<file path="config.mk">
export PLATFORM = sky130hd
export DESIGN_NAME = msk_ref_pipe
export DESIGN_NICKNAME = d
export VERILOG_FILES = /design/src/rtl/msk_ref_pipe.sv
export SDC_FILE = /design/constraint.sdc
export NUM_CORES = 1
export LEC_CHECK = 0
export BUFFER_PORTS_ARGS = -buffer_cell sky130_fd_sc_hd__clkbuf_2
export CAP_MARGIN = 15
export CORE_MARGIN = 4
export CORE_UTILIZATION = 40
export CTS_BUF_LIST = sky130_fd_sc_hd__clkbuf_4
export CTS_CLUSTER_DIAMETER = 200
export DETAILED_ROUTE_END_ITERATION = 6
export PLACE_DENSITY = 0.76
export SLEW_MARGIN = 40
export SYNTH_ARGS = -nofsm -noshare
export SYNTH_HDL_FRONTEND = slang
export SYNTH_SLANG_ARGS = --single-unit
export TNS_END_PERCENT = 1
</file>
<file path="constraint.sdc">
create_clock -name clk -period 1.6 [get_ports clk]
set_input_delay 0.16 -clock clk [delete_from_list [all_inputs] [get_ports clk]]
set_output_delay 0.16 -clock clk [all_outputs]
set_load 0.005 [all_outputs]
</file>
<file path="src/rtl/msk_ref_pipe.sv">
// msk_ref_pipe -- two-stage pipelined refresh of a Boolean masking.
//
// Each of the N masked bits arrives as d shares. A fresh zero-sum mask,
// built from the rnd word, is XORed onto the shares. The XOR of the shares,
// which is the unmasked value, is unchanged, but the shares themselves are
// re-randomised.
//   Stage 1 registers the input sharing and the mask separately. The two
//   are never combined before a register boundary, so no glitch can
//   recombine input shares with their mask.
//   Stage 2 registers data1 ^ mask1 and drives out_data.
//
// Ports
//   clk        clock; all state changes on the rising edge
//   rst_n      synchronous active-low reset
//   in_data    N*d input shares; share i of bit j is at index j*d+i
//   in_valid   in_data valid
//   in_ready   block can take in_data this cycle
//   rnd        N*R fresh random bits; bit k for masked bit j is at j*R+k
//   rnd_valid  rnd valid
//   rnd_ready  rnd is taken this cycle if rnd_valid is also high
//   out_data   refreshed shares, same layout as in_data
//   out_valid  out_data valid
//   out_ready  downstream takes out_data
//   xfer_cnt   number of accepted inputs, modulo 2^CW
module msk_ref_pipe #(
  parameter int d    = 2,
  parameter int N    = 1,
  parameter int MODE = 0,
  parameter int CW   = 16,
  localparam int R     = (d == 2) ? 1 : ((MODE == 0) ? d : d - 1),
  localparam int RND_W = N * R
) (
  input  logic             clk,
  input  logic             rst_n,
  input  logic [N*d-1:0]   in_data,
  input  logic             in_valid,
  output logic             in_ready,
  input  logic [RND_W-1:0] rnd,
  input  logic             rnd_valid,
  output logic             rnd_ready,
  output logic [N*d-1:0]   out_data,
  output logic             out_valid,
  input  logic             out_ready,
  output logic [CW-1:0]    xfer_cnt
);

  logic [N*d-1:0] mask_next;
  logic [N*d-1:0] data1_reg;
  logic [N*d-1:0] mask1_reg;
  logic           v1_reg;
  logic [N*d-1:0] out_data_reg;
  logic           v2_reg;
  logic [CW-1:0]  xfer_cnt_reg;

  logic load1;
  logic load2;
  logic accept;

  // Per-bit zero-sum mask generation.
  genvar gi, gk;
  generate
    for (gi = 0; gi < N; gi++) begin : g_bit
      logic [R-1:0] r;
      logic [d-1:0] m;
      assign r = rnd[gi*R +: R];

      if (d == 2) begin : g_two
        // Both shares receive the same random bit.
        assign m = {2{r[0]}};
      end else if (MODE == 0) begin : g_ring
        // Ring refresh: each random bit is used by two neighbouring shares,
        // so every r_k appears exactly twice and the total cancels.
        for (gk = 0; gk < d; gk++) begin : g_sh
          assign m[gk] = r[gk] ^ r[(gk + d - 1) % d];
        end
      end else begin : g_sum
        // Sum refresh: the last share absorbs the XOR of all the others.
        assign m[d-2:0] = r;
        assign m[d-1]   = ^r;
      end

      assign mask_next[gi*d +: d] = m;
    end
  endgenerate

  // Handshake. Stage 1 can load exactly when a new input can be taken, so
  // in_ready and load1 are the same term.
  assign load2     = !v2_reg || out_ready;
  assign load1     = !v1_reg || load2;
  assign in_ready  = !v1_reg || !v2_reg || out_ready;
  assign rnd_ready = in_valid && in_ready;
  assign accept    = in_valid && rnd_valid && in_ready;

  // Stage 1. If in_valid is high but no randomness is present, a bubble
  // (v1 = 0) is loaded and the source keeps its data for a later cycle.
  always_ff @(posedge clk) begin
    if (!rst_n) begin
      v1_reg    <= 1'b0;
      data1_reg <= '0;
      mask1_reg <= '0;
    end else if (load1) begin
      v1_reg    <= accept;
      data1_reg <= in_data;
      mask1_reg <= mask_next;
    end
  end

  // Stage 2. Holds its contents while out_valid is high and out_ready is low.
  always_ff @(posedge clk) begin
    if (!rst_n) begin
      v2_reg       <= 1'b0;
      out_data_reg <= '0;
    end else if (load2) begin
      v2_reg       <= v1_reg;
      out_data_reg <= data1_reg ^ mask1_reg;
    end
  end

  always_ff @(posedge clk) begin
    if (!rst_n) begin
      xfer_cnt_reg <= '0;
    end else if (accept) begin
      xfer_cnt_reg <= xfer_cnt_reg + {{(CW-1){1'b0}}, 1'b1};
    end
  end

  assign out_data  = out_data_reg;
  assign out_valid = v2_reg;
  assign xfer_cnt  = xfer_cnt_reg;

endmodule

</file>
==> impl_metrics.csv <==
group,metric,value,unit
setup_path,crit_path_start_kind,"flop",
sta,fin_worst_skew,0.00972,ns
worst_hold_path,hold_end,"mask1_reg[0]",
route,wl,2.17,mm
pwr,power.leakage,0.000578,uW
synthesis,syn_inst,114,
synthesis,synth_top_area_cell,"dfxtp_1",
clock_network,clockBufferDepth,2,
setup_path,critical_path_class,"reg -> reg",
route,wl_per_cell,11.9,microns
clock_network,htreeDepth,1,
status,outcome,"complete, but fails checks",
floorplanning,num_io_pins,29,
floorplanning,dieArea,3530,sq um
cells_and_area,antenna_cells,0,
global_routing,track_usage,14.1,%
sta,rsz0062_at_grt,"true",
sta,setup_ws,-0.0159,ns
setup_path,cp_max_fo,10,
status,failed_checks,"setup timing",
global_routing,antenna_found_initial,0,
clock_network,clk_pin_slew,0.13,ns
clock_network,cts_tree,"built",
sta,setup_tns,-0.0226,ns
floorplanning,die_w,59.4,microns
route,firstDrtPassIters,4,
synthesis,synth_area_leaders,"dfxtp_1 (44%), xnor2_1 (5.8%), a21boi_0 (5.7%)",
clock_network,clk_latency,0.30,ns
pwr,p_total,945,uW
synthesis,synthMuxAreaShare,1.89,%
sta,maxSlewHeadroom,72.7,%
global_routing,grt_pass1_wl,3.94,mm
synthesis,yosysUniqueCellTypes,31,
setup_path,r2r_end,"xfer_cnt[13]",
pwr,powerDensity,709,nW/um^2
synthesis,yosys.cell_count.top_type,"dfxtp_1",
synthesis,ys_seq_area_share,43.6,%
cells_and_area,area_delta_synth_final,26.2,%
global_routing,grt_max_degree,27,
synthesis,ys_warn_count,0,
setup_path,r2r_start,"v1_reg",
floorplanning,die_y,59.4,microns
cells_and_area,largest_reg_flops,16,
sta,setup_viol,2,
sta,fin_crit_sh,101,%
route,antenna_left,0,
synthesis,yosys.area_share.adder,1.18,%
route,drt_iter0_drc,15,
clock_network,cts_hold_buffers,0,
cells_and_area,final_nets,162,
clock_network,cts_buffers,3,
clock_network,cts-root-buf,"clkbuf_4",
route,num_vias,933,
cells_and_area,fin_util,53.4,%
setup_path,regToRegSetupSlack,-0.02,ns
placement,port_buffers,28,
flow_run,drv_cap,0,
synthesis,synthXorXnorAreaFrac,7.46,%
cells_and_area,layout-drive-gt1-share,33.6,%
global_routing,first_global_vias,947,
setup_path,crit_path_end_kind,"flop",
sta,final_max_slew_viol_count,0,
sta,fin_crit,1.62,ns
pwr,vdd_drop_max,0.604,mV
route,via_per_inst,5.13,
floorplanning,rows,18,
placement,place_hpwl,1.65,mm
clock_network,cts.sinks,23,
synthesis,syn_avg_cell_area,9.27,sq um
worst_hold_path,holdPathStages,3,
synthesis,syn_area,1060,sq um
setup_path,arrival,1.86,ns
floorplanning,core,2500,sq um
synthesis,synthFlopType,"dfxtp_1",
synthesis,synth_top_area_share,43.6,%
synthesis,yosys.area_share.simple,27.7,%
synthesis,yosys-top-cells-count,"dfxtp_1 (23), nand2_1 (16), a21boi_0 (8), and2_1 (8), xnor2_1 (7)",
sta,fmax,619,MHz
sta,tightest_slew,0.410,ns
setup_path,ff2ff_path_depth,4,
synthesis,synth_top_family_by_area,"simple AND/OR/NAND/NOR gates",
worst_hold_path,hold_start,"rnd",
global_routing,grt_overflow,0,
synthesis,async_flop_share,0,%
setup_path,critical_path.startpoint,"v1_reg",
setup_path,worstPathRequired,1.85,ns
synthesis,syn_nets,123,
sta,hold_viol_final,0,
synthesis,ys_ff_latch,23,
route,drc,0,
synthesis,synth-compound-area-share,14.0,%
placement,routabilityCongestion,0.777,
worst_hold_path,min_path_type,"in -> reg",
floorplanning,initial_core_util,42.3,%
synthesis,synth-edff-count,0,
placement,pre_cts_slack,0.0427,ns
report_power, final:
part / total, uW / internal, uW / switching (uW)
logic: 70.9 / 38.2 / 32.6
clock network: 278 / 114 / 164
registers: 597 / 588 / 9.02
per-layer routing:
layer / share of wire (%) / vias to the layer above / global-route usage, %
met5: 0 / - / 0
met4: 0.60 / 0 / 4.85
met3: 5.2 / 2 / 2.40
met2: 50 / 23 / 23.2
met1: 45 / 433 / 18.5
li1: - / 475 / -
worst max-delay path, cell delays in order, from the launching register on:
cell      delay [ns]
dfxtp_2         0.34
and3b_2         0.23
or3_4           0.45
or4_1           0.41
a21boi_1        0.13
kinds of logic (layout without fill, tap and decap cells):
group	count (synthesis)	after routing
buffers and inverters	8	46
and+or+nand+nor	51	51
adders and majority gates	1	1
muxes	2	2
AOI/OAI and AO/OA	20	20
xor gates and xnor gates	9	9
DFF	23	23
placed cells by master (no fill, tap or decap):
cell type | synthesis | layout
o311ai_0 | 1 | 1
o41ai_1 | 1 | 1
clkbuf_2 | 0 | 28
nand2b_1 | 3 | 3
mux2i_1 | 2 | 2
nand3_1 | 5 | 5
nand2_1 | 16 | 16
or3_1 | 3 | 3
xor2_1 | 2 | 2
a21boi_0 | 8 | 7
clkbuf_4 | 0 | 4
dfxtp_1 | 23 | 19
and3b_2 | 0 | 1
and4_4 | 0 | 1
ha_1 | 1 | 1
nand4bb_1 | 1 | 1
or4_1 | 2 | 2
o31ai_1 | 2 | 2
nand4_1 | 2 | 2
and2_1 | 8 | 8
and4_1 | 3 | 2
dfxtp_2 | 0 | 4
a21boi_1 | 2 | 3
or3_4 | 1 | 1
o21ai_0 | 4 | 4
nor4_1 | 2 | 1
nor2_1 | 1 | 1
clkinv_2 | 0 | 1
buf_6 | 2 | 2
nor4_2 | 0 | 1
nor2b_1 | 2 | 2
buf_4 | 0 | 8
o211a_1 | 2 | 2
inv_1 | 3 | 3
xnor2_1 | 7 | 7
and3_1 | 1 | 1
how the worst max path moves through the flow:
stage                         to
floorplan           xfer_cnt[11]
global placement    xfer_cnt[11]
detailed placement  xfer_cnt[13]
CTS                 xfer_cnt[13]
global route        xfer_cnt[13]
finish              xfer_cnt[13]
cell type report:
class | instances | area, sq um
Fill cell | 247 | 1170
Multi-Input combinational cell | 83 | 562
Sequential cell | 23 | 465
Timing Repair Buffer | 38 | 223
Tap cell | 30 | 37.5
Clock buffer | 4 | 30.0
Inverter | 4 | 16.3
timing repair:
action,in CTS,in global routing
pin swaps,1,2
endpoints found under the hold margin,0,0
endpoints found under the setup margin,1,8
setup buffers,1,0
resized for setup,5,5
through the flow:
stage | area (sq um) | hold slack [ns] | std cells
5_1_grt | 1330 | 0.0977 | 182
3_3_place_gp | 1270 | 0.398 | 177
4_1_cts | 1320 | 0.0867 | 182
3_5_place_dp | 1270 | 0.416 | 177
6_report | 1330 | 0.0910 | 182
2_1_floorplan | 1060 | 0.306 | 114
Power figures use the tool's default switching activity.
